File: src/rtl/usb_tx_pkg.sv
// Shared types and constants for the USB transmit serializer / bit stuffer.
package usb_tx_pkg;

  localparam int DEF_CLKS_PER_BIT = 8;
  localparam int DEF_STUFF_LIMIT  = 6;

  localparam logic [7:0] SYNC_BYTE = 8'h80;

  typedef enum logic [2:0] {
    IDLE,
    SHIFT,
    STUFF,
    EOP_SE0,
    EOP_J
  } tx_state_t;

endpackage

File: src/rtl/usb_tx_bit_timer.sv
// Bit-period timer: counts clocks while enabled and strobes on the last clock of each period.
module usb_tx_bit_timer
  import usb_tx_pkg::*;
#(
  parameter int CLKS_PER_BIT = DEF_CLKS_PER_BIT
) (
  input  logic clk,
  input  logic n_rst,
  input  logic en_i,
  input  logic clr_i,
  output logic new_bit_o
);

  localparam int CW = (CLKS_PER_BIT > 1) ? $clog2(CLKS_PER_BIT) : 1;
  localparam logic [CW-1:0] LAST_COUNT = CW'(CLKS_PER_BIT - 1);

  logic [CW-1:0] count_q, count_d;

  always_comb begin
    count_d = count_q;
    if (clr_i) begin
      count_d = '0;
    end else if (en_i) begin
      count_d = (count_q == LAST_COUNT) ? '0 : count_q + CW'(1);
    end
  end

  always_ff @(posedge clk or negedge n_rst) begin
    if (!n_rst) begin
      count_q <= '0;
    end else begin
      count_q <= count_d;
    end
  end

  assign new_bit_o = en_i && (count_q == LAST_COUNT);

endmodule

File: src/rtl/usb_tx_bit_stuffer.sv
// USB transmit serializer: shifts packet bytes out LSB-first, inserts stuffed zeros
// after long runs of ones, and sequences the SE0/J end-of-packet to the NRZI encoder.
module usb_tx_bit_stuffer
  import usb_tx_pkg::*;
#(
  parameter int CLKS_PER_BIT = DEF_CLKS_PER_BIT,
  parameter int STUFF_LIMIT  = DEF_STUFF_LIMIT
) (
  input  logic       clk,
  input  logic       n_rst,
  input  logic [7:0] tx_byte_i,
  input  logic       byte_valid_i,
  input  logic       last_byte_i,
  output logic       byte_ready_o,
  output logic       stuff_out_o,
  output logic       new_bit_o,
  output logic       idle_o,
  output logic       eop_o,
  output logic       tx_error_o,
  output logic       busy_o
);

  localparam int OW = $clog2(STUFF_LIMIT + 1);
  localparam int EW = $clog2(2 * CLKS_PER_BIT);
  localparam logic [OW-1:0] ONES_MAX  = OW'(STUFF_LIMIT);
  localparam logic [EW-1:0] SE0_LAST  = EW'(2 * CLKS_PER_BIT - 1);
  localparam logic [EW-1:0] J_LAST    = EW'(CLKS_PER_BIT - 1);
  localparam logic [3:0]    BYTE_DONE = 4'd8;

  tx_state_t     state_q, state_d;
  logic [7:0]    shiftReg_q, shiftReg_d;
  logic          last_q, last_d;
  logic [7:0]    hold_q, hold_d;
  logic          holdLast_q, holdLast_d;
  logic          holdFull_q, holdFull_d;
  logic [OW-1:0] ones_q, ones_d;
  logic [3:0]    bitIdx_q, bitIdx_d;
  logic [EW-1:0] eopCnt_q, eopCnt_d;

  logic          timerEn;
  logic          accept;
  logic [OW-1:0] onesNext;
  logic [3:0]    idxNext;
  logic          stuffNow;
  logic          byteDone;

  assign timerEn = (state_q == SHIFT) || (state_q == STUFF);

  usb_tx_bit_timer #(
    .CLKS_PER_BIT(CLKS_PER_BIT)
  ) u_bit_timer (
    .clk      (clk),
    .n_rst    (n_rst),
    .en_i     (timerEn),
    .clr_i    (!timerEn),
    .new_bit_o(new_bit_o)
  );

  always_comb begin
    unique case (state_q)
      IDLE:         byte_ready_o = 1'b1;
      SHIFT, STUFF: byte_ready_o = !holdFull_q;
      default:      byte_ready_o = 1'b0;
    endcase
  end

  assign stuff_out_o = (state_q == SHIFT) ? shiftReg_q[0] : (state_q != STUFF);
  assign idle_o      = (state_q == IDLE) || (state_q == EOP_J);
  assign eop_o       = (state_q == EOP_SE0);
  assign busy_o      = (state_q != IDLE);
  assign accept      = byte_valid_i && byte_ready_o;

  // A byte is finished on the period that sends bit 7, unless a stuff bit must follow it,
  // in which case the boundary moves to the end of that stuff period.
  assign onesNext = shiftReg_q[0] ? ones_q + OW'(1) : '0;
  assign idxNext  = bitIdx_q + 4'd1;
  assign stuffNow = (onesNext == ONES_MAX);
  assign byteDone = new_bit_o &&
                    (((state_q == SHIFT) && !stuffNow && (idxNext == BYTE_DONE)) ||
                     ((state_q == STUFF) && (bitIdx_q == BYTE_DONE)));
  assign tx_error_o = byteDone && !last_q && !holdFull_q;

  always_comb begin
    state_d    = state_q;
    shiftReg_d = shiftReg_q;
    last_d     = last_q;
    hold_d     = hold_q;
    holdLast_d = holdLast_q;
    holdFull_d = holdFull_q;
    ones_d     = ones_q;
    bitIdx_d   = bitIdx_q;
    eopCnt_d   = eopCnt_q;

    unique case (state_q)
      IDLE: begin
        eopCnt_d = '0;
        if (accept) begin
          shiftReg_d = tx_byte_i;
          last_d     = last_byte_i;
          ones_d     = '0;
          bitIdx_d   = '0;
          holdFull_d = 1'b0;
          state_d    = SHIFT;
        end
      end

      SHIFT, STUFF: begin
        if (accept) begin
          hold_d     = tx_byte_i;
          holdLast_d = last_byte_i;
          holdFull_d = 1'b1;
        end
        if (new_bit_o) begin
          if (state_q == SHIFT) begin
            ones_d     = onesNext;
            shiftReg_d = {1'b0, shiftReg_q[7:1]};
            bitIdx_d   = idxNext;
            if (stuffNow) begin
              state_d = STUFF;
            end
          end else begin
            ones_d = '0;
            if (bitIdx_q != BYTE_DONE) begin
              state_d = SHIFT;
            end
          end
          if (byteDone) begin
            if (last_q || !holdFull_q) begin
              state_d = EOP_SE0;
            end else begin
              shiftReg_d = hold_q;
              last_d     = holdLast_q;
              holdFull_d = 1'b0;
              bitIdx_d   = '0;
              state_d    = SHIFT;
            end
          end
          if (state_d == EOP_SE0) begin
            holdFull_d = 1'b0;
            eopCnt_d   = '0;
          end
        end
      end

      EOP_SE0: begin
        eopCnt_d = eopCnt_q + EW'(1);
        if (eopCnt_q == SE0_LAST) begin
          eopCnt_d = '0;
          state_d  = EOP_J;
        end
      end

      EOP_J: begin
        eopCnt_d = eopCnt_q + EW'(1);
        if (eopCnt_q == J_LAST) begin
          eopCnt_d = '0;
          state_d  = IDLE;
        end
      end

      default: state_d = IDLE;
    endcase
  end

  always_ff @(posedge clk or negedge n_rst) begin
    if (!n_rst) begin
      state_q    <= IDLE;
      shiftReg_q <= '0;
      last_q     <= 1'b0;
      hold_q     <= '0;
      holdLast_q <= 1'b0;
      holdFull_q <= 1'b0;
      ones_q     <= '0;
      bitIdx_q   <= '0;
      eopCnt_q   <= '0;
    end else begin
      state_q    <= state_d;
      shiftReg_q <= shiftReg_d;
      last_q     <= last_d;
      hold_q     <= hold_d;
      holdLast_q <= holdLast_d;
      holdFull_q <= holdFull_d;
      ones_q     <= ones_d;
      bitIdx_q   <= bitIdx_d;
      eopCnt_q   <= eopCnt_d;
    end
  end

endmodule
File: config.mk
export PLATFORM = sky130hd
export DESIGN_NAME = usb_tx_bit_stuffer
export DESIGN_NICKNAME = d
export VERILOG_FILES = /design/src/rtl/usb_tx_pkg.sv /design/src/rtl/usb_tx_bit_timer.sv /design/src/rtl/usb_tx_bit_stuffer.sv
export SDC_FILE = /design/constraint.sdc
export NUM_CORES = 1
export LEC_CHECK = 0
export CORE_ASPECT_RATIO = 1.4
export CORE_MARGIN = 2
export CORE_UTILIZATION = 61
export DETAILED_ROUTE_END_ITERATION = 8
export PLACE_DENSITY_LB_ADDON = 0.25
export SLEW_MARGIN = 20
export SYNTH_ARGS = -nofsm -noshare
export SYNTH_HDL_FRONTEND = slang
export SYNTH_SLANG_ARGS = --single-unit
File: constraint.sdc
create_clock -name clk -period 5.2 [get_ports clk]
set_input_delay 1.04 -clock clk [delete_from_list [all_inputs] [get_ports clk]]
set_output_delay 1.04 -clock clk [all_outputs]
set_load 0.02 [all_outputs]
==> results of run 1 <==
synth_stat cells, drive strengths merged:
master | n | area share
nor2b | 3 | 0.0091
o22ai | 4 | 0.012
o21ai | 10 | 0.026
a22oi | 1 | 0.0036
a32o | 1 | 0.0049
a22o | 3 | 0.013
o211ai | 1 | 0.0036
or3 | 1 | 0.0030
clkbuf | 5 | 0.0091
a21o | 2 | 0.0073
nand4 | 1 | 0.0030
nand2b | 3 | 0.0091
or2 | 1 | 0.0030
dfrtp | 36 | 0.44
or3b | 1 | 0.0055
a211o | 2 | 0.0085
o21ba | 1 | 0.0049
ha | 7 | 0.042
nor3b | 1 | 0.0061
o21a | 1 | 0.0036
o31ai | 1 | 0.0036
and3b | 1 | 0.0043
a21boi | 1 | 0.0036
and2 | 3 | 0.0091
a21oi | 12 | 0.029
mux2 | 10 | 0.055
and3 | 4 | 0.012
xnor2 | 3 | 0.013
buf | 6 | 0.029
inv | 6 | 0.011
a211oi | 1 | 0.0036
nand3b | 1 | 0.0036
mux2i | 10 | 0.049
a31o | 1 | 0.0043
o2bb2ai | 2 | 0.0085
nor2 | 15 | 0.031
o311ai | 4 | 0.017
xor2 | 1 | 0.0043
nand3 | 7 | 0.017
nand2 | 29 | 0.053
nor3 | 8 | 0.025
layout by cell type (no fill, tap or decap), drive strengths merged, types with 2 or more instances in the layout:
master,instances
a211o,2
o2bb2ai,2
buf,2
nor2,15
o22ai,4
a22o,3
a21o,2
and3,4
nand2,29
a21oi,12
clkdlybuf4s50,18
o21ai,10
nor2b,3
mux2,10
clkbuf,6
inv,6
ha,7
mux2i,10
xnor2,3
nor3,8
dfrtp,36
and2,3
nand2b,3
nand3,7
o311ai,4
registers in the layout, summed over array words and instances (netlist names), 3 cells and up:
register and flops:
hold_q 8, shiftReg_q 8, bitIdx_q 4, eopCnt_q 4, ones_q 3, state_q 3, u_bit_timer.count_q 3
power by group through the flow:
stage,combinational [W],clock (W),sequential [W]
6_report,0.000460,0.000238,0.000479
4_1_cts,0.000460,0.000241,0.000478
2_1_floorplan,0.000353,0,0.000448
3_5_place_dp,0.000456,0,0.000481
3_3_place_gp,0.000446,0,0.000473
5_1_grt,0.000513,0.000253,0.000494
per-layer routing:
metal / global-route usage / vias up / wire, um
li1: - / 785 / -
met1: 0.308 / 776 / 1770
met2: 0.439 / 56 / 2270
met3: 0.0676 / 14 / 236
met4: 0.128 / 0 / 112
met5: 0 / - / 0
metrics by stage:
step                      total power [W]  hold slack, ns   util  setup WS (ns)  area (sq um)
after floorplan                  0.000801           0.415      -           2.43          2060
after detailed placement         0.000937           0.447  0.672           1.83          2230
final                             0.00118           0.449  0.704           1.46          2330
after global routing              0.00126           0.485  0.704           1.22          2330
after CTS                         0.00118           0.456  0.704           1.47          2330
after global placement           0.000919           0.428  0.672           1.94          2230
layout make-up:
class | count | area, sq um | share of cell area
Multi-Input combinational cell | 158 | 1060 | 0.453
Sequential cell | 36 | 901 | 0.386
Timing Repair Buffer | 20 | 195 | 0.0836
Clock buffer | 6 | 72.6 | 0.0311
Tap cell | 40 | 50.0 | 0.0214
Clock inverter | 2 | 35.0 | 0.0150
Inverter | 6 | 22.5 | 0.00965
kinds of logic (layout without fill, tap and decap cells):
logic type | count (synthesis) | in the layout | share of synthesized area
simple gates | 79 | 79 | 0.194
compound gates | 48 | 48 | 0.157
flops | 36 | 36 | 0.437
mux | 20 | 20 | 0.103
buf+inv | 17 | 34 | 0.0492
fa+ha+maj | 7 | 7 | 0.0425
xor+xnor | 4 | 4 | 0.0170
final timing paths:
kind                                                   from                               end  slack (ns)  cells past startpoint
max in group asynchronous                             n_rst            state_q[2]$_DFFE_PN0P_        3.69                      2
hold reg to reg            u_bit_timer.count_q[0]$_DFF_PN0_  u_bit_timer.count_q[0]$_DFF_PN0_        0.45                      1
hold / removal             u_bit_timer.count_q[0]$_DFF_PN0_  u_bit_timer.count_q[0]$_DFF_PN0_        0.45                      1
min in group asynchronous                             n_rst             hold_q[1]$_DFFE_PN0P_        1.17                      2
setup reg to reg                     state_q[0]$_DFFE_PN0P_           bitIdx_q[0]$_DFFE_PN0P_        2.49                      7
setup / recovery                     state_q[0]$_DFFE_PN0P_                        tx_error_o        1.46                      7
==> results.cfg, run 1 <==
[status]
status = finished, final reports clean

[power]
ir_drop_v = 0.000413
seqPwrFrac = 0.407
p_int_w = 0.000744
pwr-share-clk = 0.202
p_leak_nw = 1.06
combPwrFrac = 0.391
switching_share = 0.367
p_per_area_nw_per_um2 = 504
switching_power_w = 0.000432

[clocking]
cts.sinks = 36
clockBufferDepth = 2
clock_latency_ns = 0.29
post_cts_buffers = 0
cts_resized = 0
cts_inserted_buffers = 5
root_buffer = clkbuf_8
htreeDepth = 2
tritoncts = done
ctsHoldBuffers = 0
clk_transition_reported_paths_ns = 0.06

[floorplanning]
num_rows = 25
die_h_um = 72.8
core_region_area_sq_um = 3320
start_util = 0.622
pin_count = 19
die_w_um = 53.1
dieArea_sq_um = 3870

[critical_path]
start_kind = flip-flop
endpoint_kind = output pin
critPathSlowestCell = clkdlybuf4s50_1
cp.required_ns = 4.16
critical_path.max_stage_delay_ns = 0.64
crit_buf_inv = 2
crit_family = buffers and inverters
timing.critical_path.mode_cell = nor3_1
cp.arrival_ns = 2.70
crit_type = reg2out
crit_fanout = 13
crit_chain = nor3b_2 -> buf_4 -> nand3_1 -> nor3_1 -> o21ai_2 -> nor3_1 -> clkdlybuf4s50_1

[hold_path]
holdCritPathClass = reg2reg

[final_layout]
syn_to_final_growth_pct = 13.3
stdcell_count = 268
antennaDiodeCount = 0
n_fill_cell = 254
final_layout_size_suffix_gt1_frac = 0.114
fin_nets = 246

[yosys]
synth.lib_cells_used.distinct = 49
synth_seq_cells = 36
syn-num-nets = 230
syn-cell-area_sq_um = 2060
ys_seq_area_frac = 0.437
synth_cells = 211
ys_warn_count = 0
synth_area_per_cell_sq_um = 9.77

[grt]
grt_max_degree = 37
grt_antenna_before_repair = 0
grt_remaining_overflow = 0
grt_first_pass_wirelength_um = 7550
gr-usage-all-layers = 0.263
first_global_vias = 1695

[sta]
hold_viol_final = 0
fin_skew_ns = 0.0121
timing.fmax_mhz = 267
min_period_ns = 3.74
rsz0062_at_grt = no
finalSetupTns_ns = 0
worst_pin_slew_ns = 0.926
slew_violations = 0
min_period_over_period = 0.719
slew_headroom = 0.381
setup_viol = 0

[placement]
place_hpwl_um = 3050
place_inst = 260
place.gp.congestion = 0.836
port_buffers = 18

[route]
dr.first_iter.drc_count = 45
dr.pass1.iters = 4
wl_um = 4390
drtAntennaViolNets = 0
post_drt_wl_per_cell_um = 16.4
via_count = 1631
vias_per_cell = 6.09
drcViolationCount = 0

[job]
cap_violations = 0
Power figures use the tool's default switching activity.
==> inputs of run 2 (changes only) <==
--- a/config.mk
+++ b/config.mk
@@ -7,7 +7,7 @@
 export LEC_CHECK = 0
 export CORE_ASPECT_RATIO = 1.4
 export CORE_MARGIN = 2
-export CORE_UTILIZATION = 61
+export CORE_UTILIZATION = 51
 export DETAILED_ROUTE_END_ITERATION = 8
 export PLACE_DENSITY_LB_ADDON = 0.25
 export SLEW_MARGIN = 20
==> constraint.sdc (replaced) <==
create_clock -name clk -period 3.2 [get_ports clk]
set_input_delay 0.64 -clock clk [delete_from_list [all_inputs] [get_ports clk]]
set_output_delay 0.64 -clock clk [all_outputs]
set_load 0.02 [all_outputs]
==> run 2 against run 1 <==
  * Combinational power rose by 67%
  * Final cell count increased by 3.0%
  * Cell area up 2.2%
  * Wire length decreased by 1.6%
  * Critical path type unchanged
==> results.cfg, run 2 (same netlist as run 1, synthesis figures left out) <==
[status]
status = finished, final reports clean

[sta]
slew_headroom = 0.669
timing.fmax_mhz = 328
hold_slack_ns = 0.451
rsz0062_at_grt = no
min_period_over_period = 0.953
slew_violations = 0
fin_skew_ns = 0.0115
setup_viol = 0
hold_viol_final = 0
min_period_ns = 3.05
finalSetupTns_ns = 0
worst_pin_slew_ns = 0.493

[final_layout]
fin_nets = 251
top_regs = hold_q (8), shiftReg_q (8)
final_layout_size_suffix_gt1_frac = 0.146
antennaDiodeCount = 0
final_cell_mix = dfrtp_1, nand2_1, clkdlybuf4s50_1, nor2_1, a21oi_1
syn_to_final_growth_pct = 15.8
final_common_cell = dfrtp_1

[power]
switching_power_w = 0.000718
p_int_w = 0.00123
ir_drop_v = 0.000554
p_per_area_nw_per_um2 = 816
seqPwrFrac = 0.398
pwr-share-clk = 0.207
switching_share = 0.369
p_leak_nw = 1.08
combPwrFrac = 0.396

[clocking]
root_buffer = clkbuf_8
ctsHoldBuffers = 0
htreeDepth = 2
cts_inserted_buffers = 5
clock_latency_ns = 0.30
clockBufferDepth = 2
tritoncts = done
clk_transition_reported_paths_ns = 0.07
cts.sinks = 36

[critical_path]
worst-r2r-setup-slack_ns = 0.95
crit_start = bitIdx_q[0]$_DFFE_PN0P_
crit_fanout = 6
crit_end = tx_error_o
reg2reg_depth = 9
endpoint_kind = output pin
start_kind = flip-flop
reg2reg_from = u_bit_timer.count_q[0]$_DFF_PN0_
cp.required_ns = 2.56
worstReg2RegEnd = shiftReg_q[4]$_DFFE_PN0P_
cp.arrival_ns = 2.41
crit_type = reg2out

[floorplanning]
core_region_area_sq_um = 3920
pin_count = 19
num_rows = 27
start_util = 0.526
die_w_um = 57.7
dieArea_sq_um = 4570
die_h_um = 79.2

[grt]
first_global_vias = 1590
grt_max_degree = 37
grt_first_pass_wirelength_um = 7260
gr-usage-all-layers = 0.209
grt_antenna_before_repair = 0
grt_remaining_overflow = 0

[route]
via_count = 1614
dr.first_iter.drc_count = 43
vias_per_cell = 5.85
post_drt_wl_per_cell_um = 15.7
dr.pass1.iters = 5
wl_um = 4320
drtAntennaViolNets = 0
drcViolationCount = 0

[placement]
place.gp.congestion = 0.808
place_hpwl_um = 3060
port_buffers = 18

[job]
cap_violations = 0

[hold_path]
holdCritPathClass = reg2reg
-- run 2: layout make-up --
type,count,area (sq um)
sequential,36,902
tap,43,53.8
clock inverter,3,42.5
clock buffer,5,68.8
multi-input combinational,158,1060
inverter,6,22.5
timing repair buffer,25,233
fill,358,1530
-- run 2: routing by layer --
layer / track usage / vias up / wire, um
li1: - / 794 / -
met1: 0.249 / 783 / 1900
met2: 0.353 / 29 / 2180
met3: 0.0423 / 8 / 143
met4: 0.100 / 0 / 95
met5: 0 / - / 0
-- run 2: what timing repair did --
action | 4_1_cts | 5_1_grt
gates resized for setup | 0 | 2
buffers inserted | 0 | 0
endpoints found under the setup margin | 0 | 1
-- run 2: worst max-delay path, cell delays in order (launching register included) --
cell             delay, ns
dfrtp_1               0.43
ha_1                  0.26
xnor2_1               0.17
nand3_1               0.10
nor3_2                0.25
o21ai_2               0.13
nor3_1                0.16
clkdlybuf4s50_1       0.63
-- run 2: worst min path at each step --
stage	end	slack, ns	depth (start not counted)	start
final	u_bit_timer.count_q[0]$_DFF_PN0_	0.45	1	u_bit_timer.count_q[0]$_DFF_PN0_
after global routing	u_bit_timer.count_q[0]$_DFF_PN0_	0.48	1	u_bit_timer.count_q[0]$_DFF_PN0_
after CTS	u_bit_timer.count_q[0]$_DFF_PN0_	0.45	1	u_bit_timer.count_q[0]$_DFF_PN0_
after detailed placement	u_bit_timer.count_q[0]$_DFF_PN0_	0.43	1	u_bit_timer.count_q[0]$_DFF_PN0_
after global placement	u_bit_timer.count_q[0]$_DFF_PN0_	0.44	1	u_bit_timer.count_q[0]$_DFF_PN0_
after floorplan	bitIdx_q[0]$_DFFE_PN0P_	0.34	0	n_rst
-- run 2: power groups by stage --
| stage | clock, W | sequential [W] | combinational [W] |
|---|---|---|---|
| finish | 0.000402 | 0.000774 | 0.000770 |
| detailed placement | 0 | 0.000782 | 0.000772 |
| global route | 0.000429 | 0.000799 | 0.000860 |
| CTS | 0.000415 | 0.000773 | 0.000775 |
| global placement | 0 | 0.000774 | 0.000766 |
| floorplan | 0 | 0.000728 | 0.000573 |
-- run 2: stage by stage --
step | util | worst slack, ns | cell area, sq um | power (W) | cells
final | 0.609 | 0.149 | 2390 | 0.00195 | 276
after detailed placement | 0.579 | 0.385 | 2270 | 0.00155 | 268
after floorplan | - | 0.831 | 2060 | 0.00130 | 211
after global placement | 0.579 | 0.417 | 2270 | 0.00154 | 268
after global routing | 0.609 | 0.0267 | 2390 | 0.00209 | 276
after CTS | 0.607 | 0.0409 | 2380 | 0.00196 | 276
==> inputs of run 3 (changes only) <==
--- a/config.mk
+++ b/config.mk
@@ -5,7 +5,7 @@
 export SDC_FILE = /design/constraint.sdc
 export NUM_CORES = 1
 export LEC_CHECK = 0
-export CORE_ASPECT_RATIO = 1.4
+export CORE_ASPECT_RATIO = 1.25
 export CORE_MARGIN = 2
 export CORE_UTILIZATION = 51
 export DETAILED_ROUTE_END_ITERATION = 8
==> run 3 against run 2 <==
  * Non-clock buffer count down 1
  * Flip-flop and latch count did not move
  * Combinational power about the same
  * Cell area grew 0.16%
  * Clock skew fell by 0.0067 ns
  * Die area hardly changed
  * Via count shrank 2.7%
  * Sequential power is 0.9% lower
==> results.cfg, run 3 (same netlist as run 1, synthesis figures left out) <==
[status]
status = finished, final reports clean

[route]
dr.pass1.iters = 4
post_drt_wl_per_cell_um = 14.4
vias_per_cell = 5.49
wl_um = 4120
dr.first_iter.drc_count = 27
drtAntennaViolNets = 0
via_count = 1571
drcViolationCount = 0

[final_layout]
syn_to_final_growth_pct = 16.0
fin_nets = 250
n_fill_cell = 321
final_cell_mix = dfrtp_1, nand2_1, clkdlybuf4s50_1, nor2_1, a21oi_1
final_common_cell = dfrtp_1
antennaDiodeCount = 0
top_regs = hold_q (8), shiftReg_q (8)
final_layout_size_suffix_gt1_frac = 0.134
stdcell_count = 286

[critical_path]
crit_fanout = 13
endpoint_kind = output pin
start_kind = flip-flop
critical_path.max_stage_delay_ns = 0.63
critPathSlowestCell = clkdlybuf4s50_1
crit_chain = xnor2_1 -> or2_2 -> o21ai_0 -> clkdlybuf4s50_1
crit_type = reg2out
cp.required_ns = 2.56
cp.arrival_ns = 2.26

[clocking]
cts_inserted_buffers = 5
clockBufferDepth = 2
post_cts_buffers = 0
tritoncts = done
root_buffer = clkbuf_8
clk_transition_reported_paths_ns = 0.07
clock_latency_ns = 0.29
htreeDepth = 2
cts.sinks = 36

[grt]
first_global_vias = 1612
grt_remaining_overflow = 0
grt_first_pass_wirelength_um = 7160
gr-usage-all-layers = 0.211
grt_antenna_before_repair = 0
grt_max_degree = 37

[sta]
min_period_ns = 2.90
rsz0062_at_grt = no
fin_skew_ns = 0.00477
slew_violations = 0
min_period_over_period = 0.907
timing.fmax_mhz = 345
worst_pin_slew_ns = 0.517
setup_viol = 0
finalSetupTns_ns = 0
slew_headroom = 0.655
hold_viol_final = 0

[placement]
place_inst = 278
place_hpwl_um = 2770
port_buffers = 18
place.gp.congestion = 0.804

[floorplanning]
dieArea_sq_um = 4570
pin_count = 19
die_w_um = 60.9
die_h_um = 75.1
start_util = 0.540
num_rows = 25
core_region_area_sq_um = 3820

[power]
p_per_area_nw_per_um2 = 811
ir_drop_v = 0.000447
p_leak_nw = 1.10

[hold_path]
holdCritPathClass = reg2reg

[job]
cap_violations = 0
## run 3: cell count changes in the layout (fill, tap and decap cells not counted)
cell | previous run | this run
dfrtp_1 | 35 | 36
buf_4 | 7 | 6
clkdlybuf4s50_1 | 18 | 17
clkinvlp_4 | 1 | 0
clkbuf_1 | 0 | 1
dlymetal6s2s_1 | 0 | 1
dfrtp_2 | 1 | 0
## run 3: worst max-delay path: cells and delay by family, from the launching register on
family / cells / cell delay [ns]
XOR/XNOR: 1 / 0.19
AO/OA/AOI/OAI: 1 / 0.22
AND/OR/NAND/NOR: 1 / 0.43
buffers and inverters: 1 / 0.63
flip-flops: 1 / 0.50
## run 3: worst paths after layout
check	startpoint	endpoint	slack (ns)	depth (start not counted)
max	state_q[0]$_DFFE_PN0P_	byte_ready_o	0.30	4
min	u_bit_timer.count_q[0]$_DFF_PN0_	u_bit_timer.count_q[0]$_DFF_PN0_	0.44	1
max reg2reg	bitIdx_q[0]$_DFFE_PN0P_	shiftReg_q[3]$_DFFE_PN0P_	0.89	8
min reg2reg	u_bit_timer.count_q[0]$_DFF_PN0_	u_bit_timer.count_q[0]$_DFF_PN0_	0.44	1
max in group asynchronous	n_rst	eopCnt_q[2]$_DFFE_PN0P_	2.10	2
min in group asynchronous	n_rst	shiftReg_q[1]$_DFFE_PN0P_	0.77	2
## run 3: what timing repair did
item	CTS	global route
setup endpoints to repair	0	1
resized for setup	0	2
hold buffers	0	0
hold endpoints to repair	0	0
## run 3: metrics by stage
step | utilization | total power [W] | cell area [sq um] | setup slack, ns | hold WS, ns
after floorplan | - | 0.00130 | 2060 | 0.831 | 0.344
after global placement | 0.596 | 0.00153 | 2270 | 0.423 | 0.433
after detailed placement | 0.596 | 0.00155 | 2270 | 0.423 | 0.433
after CTS | 0.624 | 0.00195 | 2380 | 0.0381 | 0.443
after global routing | 0.626 | 0.00207 | 2390 | 0.194 | 0.459
final | 0.626 | 0.00194 | 2390 | 0.299 | 0.440
## run 3: routing by layer
metal  up-vias  global-route usage  wire (um)
met5         -                   0          0
met4         0              0.0773         62
met3         4              0.0464        145
met2        30               0.345       2050
met1       747               0.273       1870
li1        790                   -          -
## run 3: where the power goes
part	internal, W	switching [W]
Combinational	0.000371	0.000400
Sequential	0.000626	0.000141
Clock	0.000231	0.000170
Total	0.00123	0.000711
## run 3: cell type report
class	instances	area [sq um]	area share
sequential	36	901	0.377
clock inverter	2	35.0	0.0147
multi-input combinational	158	1060	0.445
tap	54	67.6	0.0283
timing repair buffer	24	228	0.0953
inverter	6	22.5	0.00942
clock buffer	6	72.6	0.0304
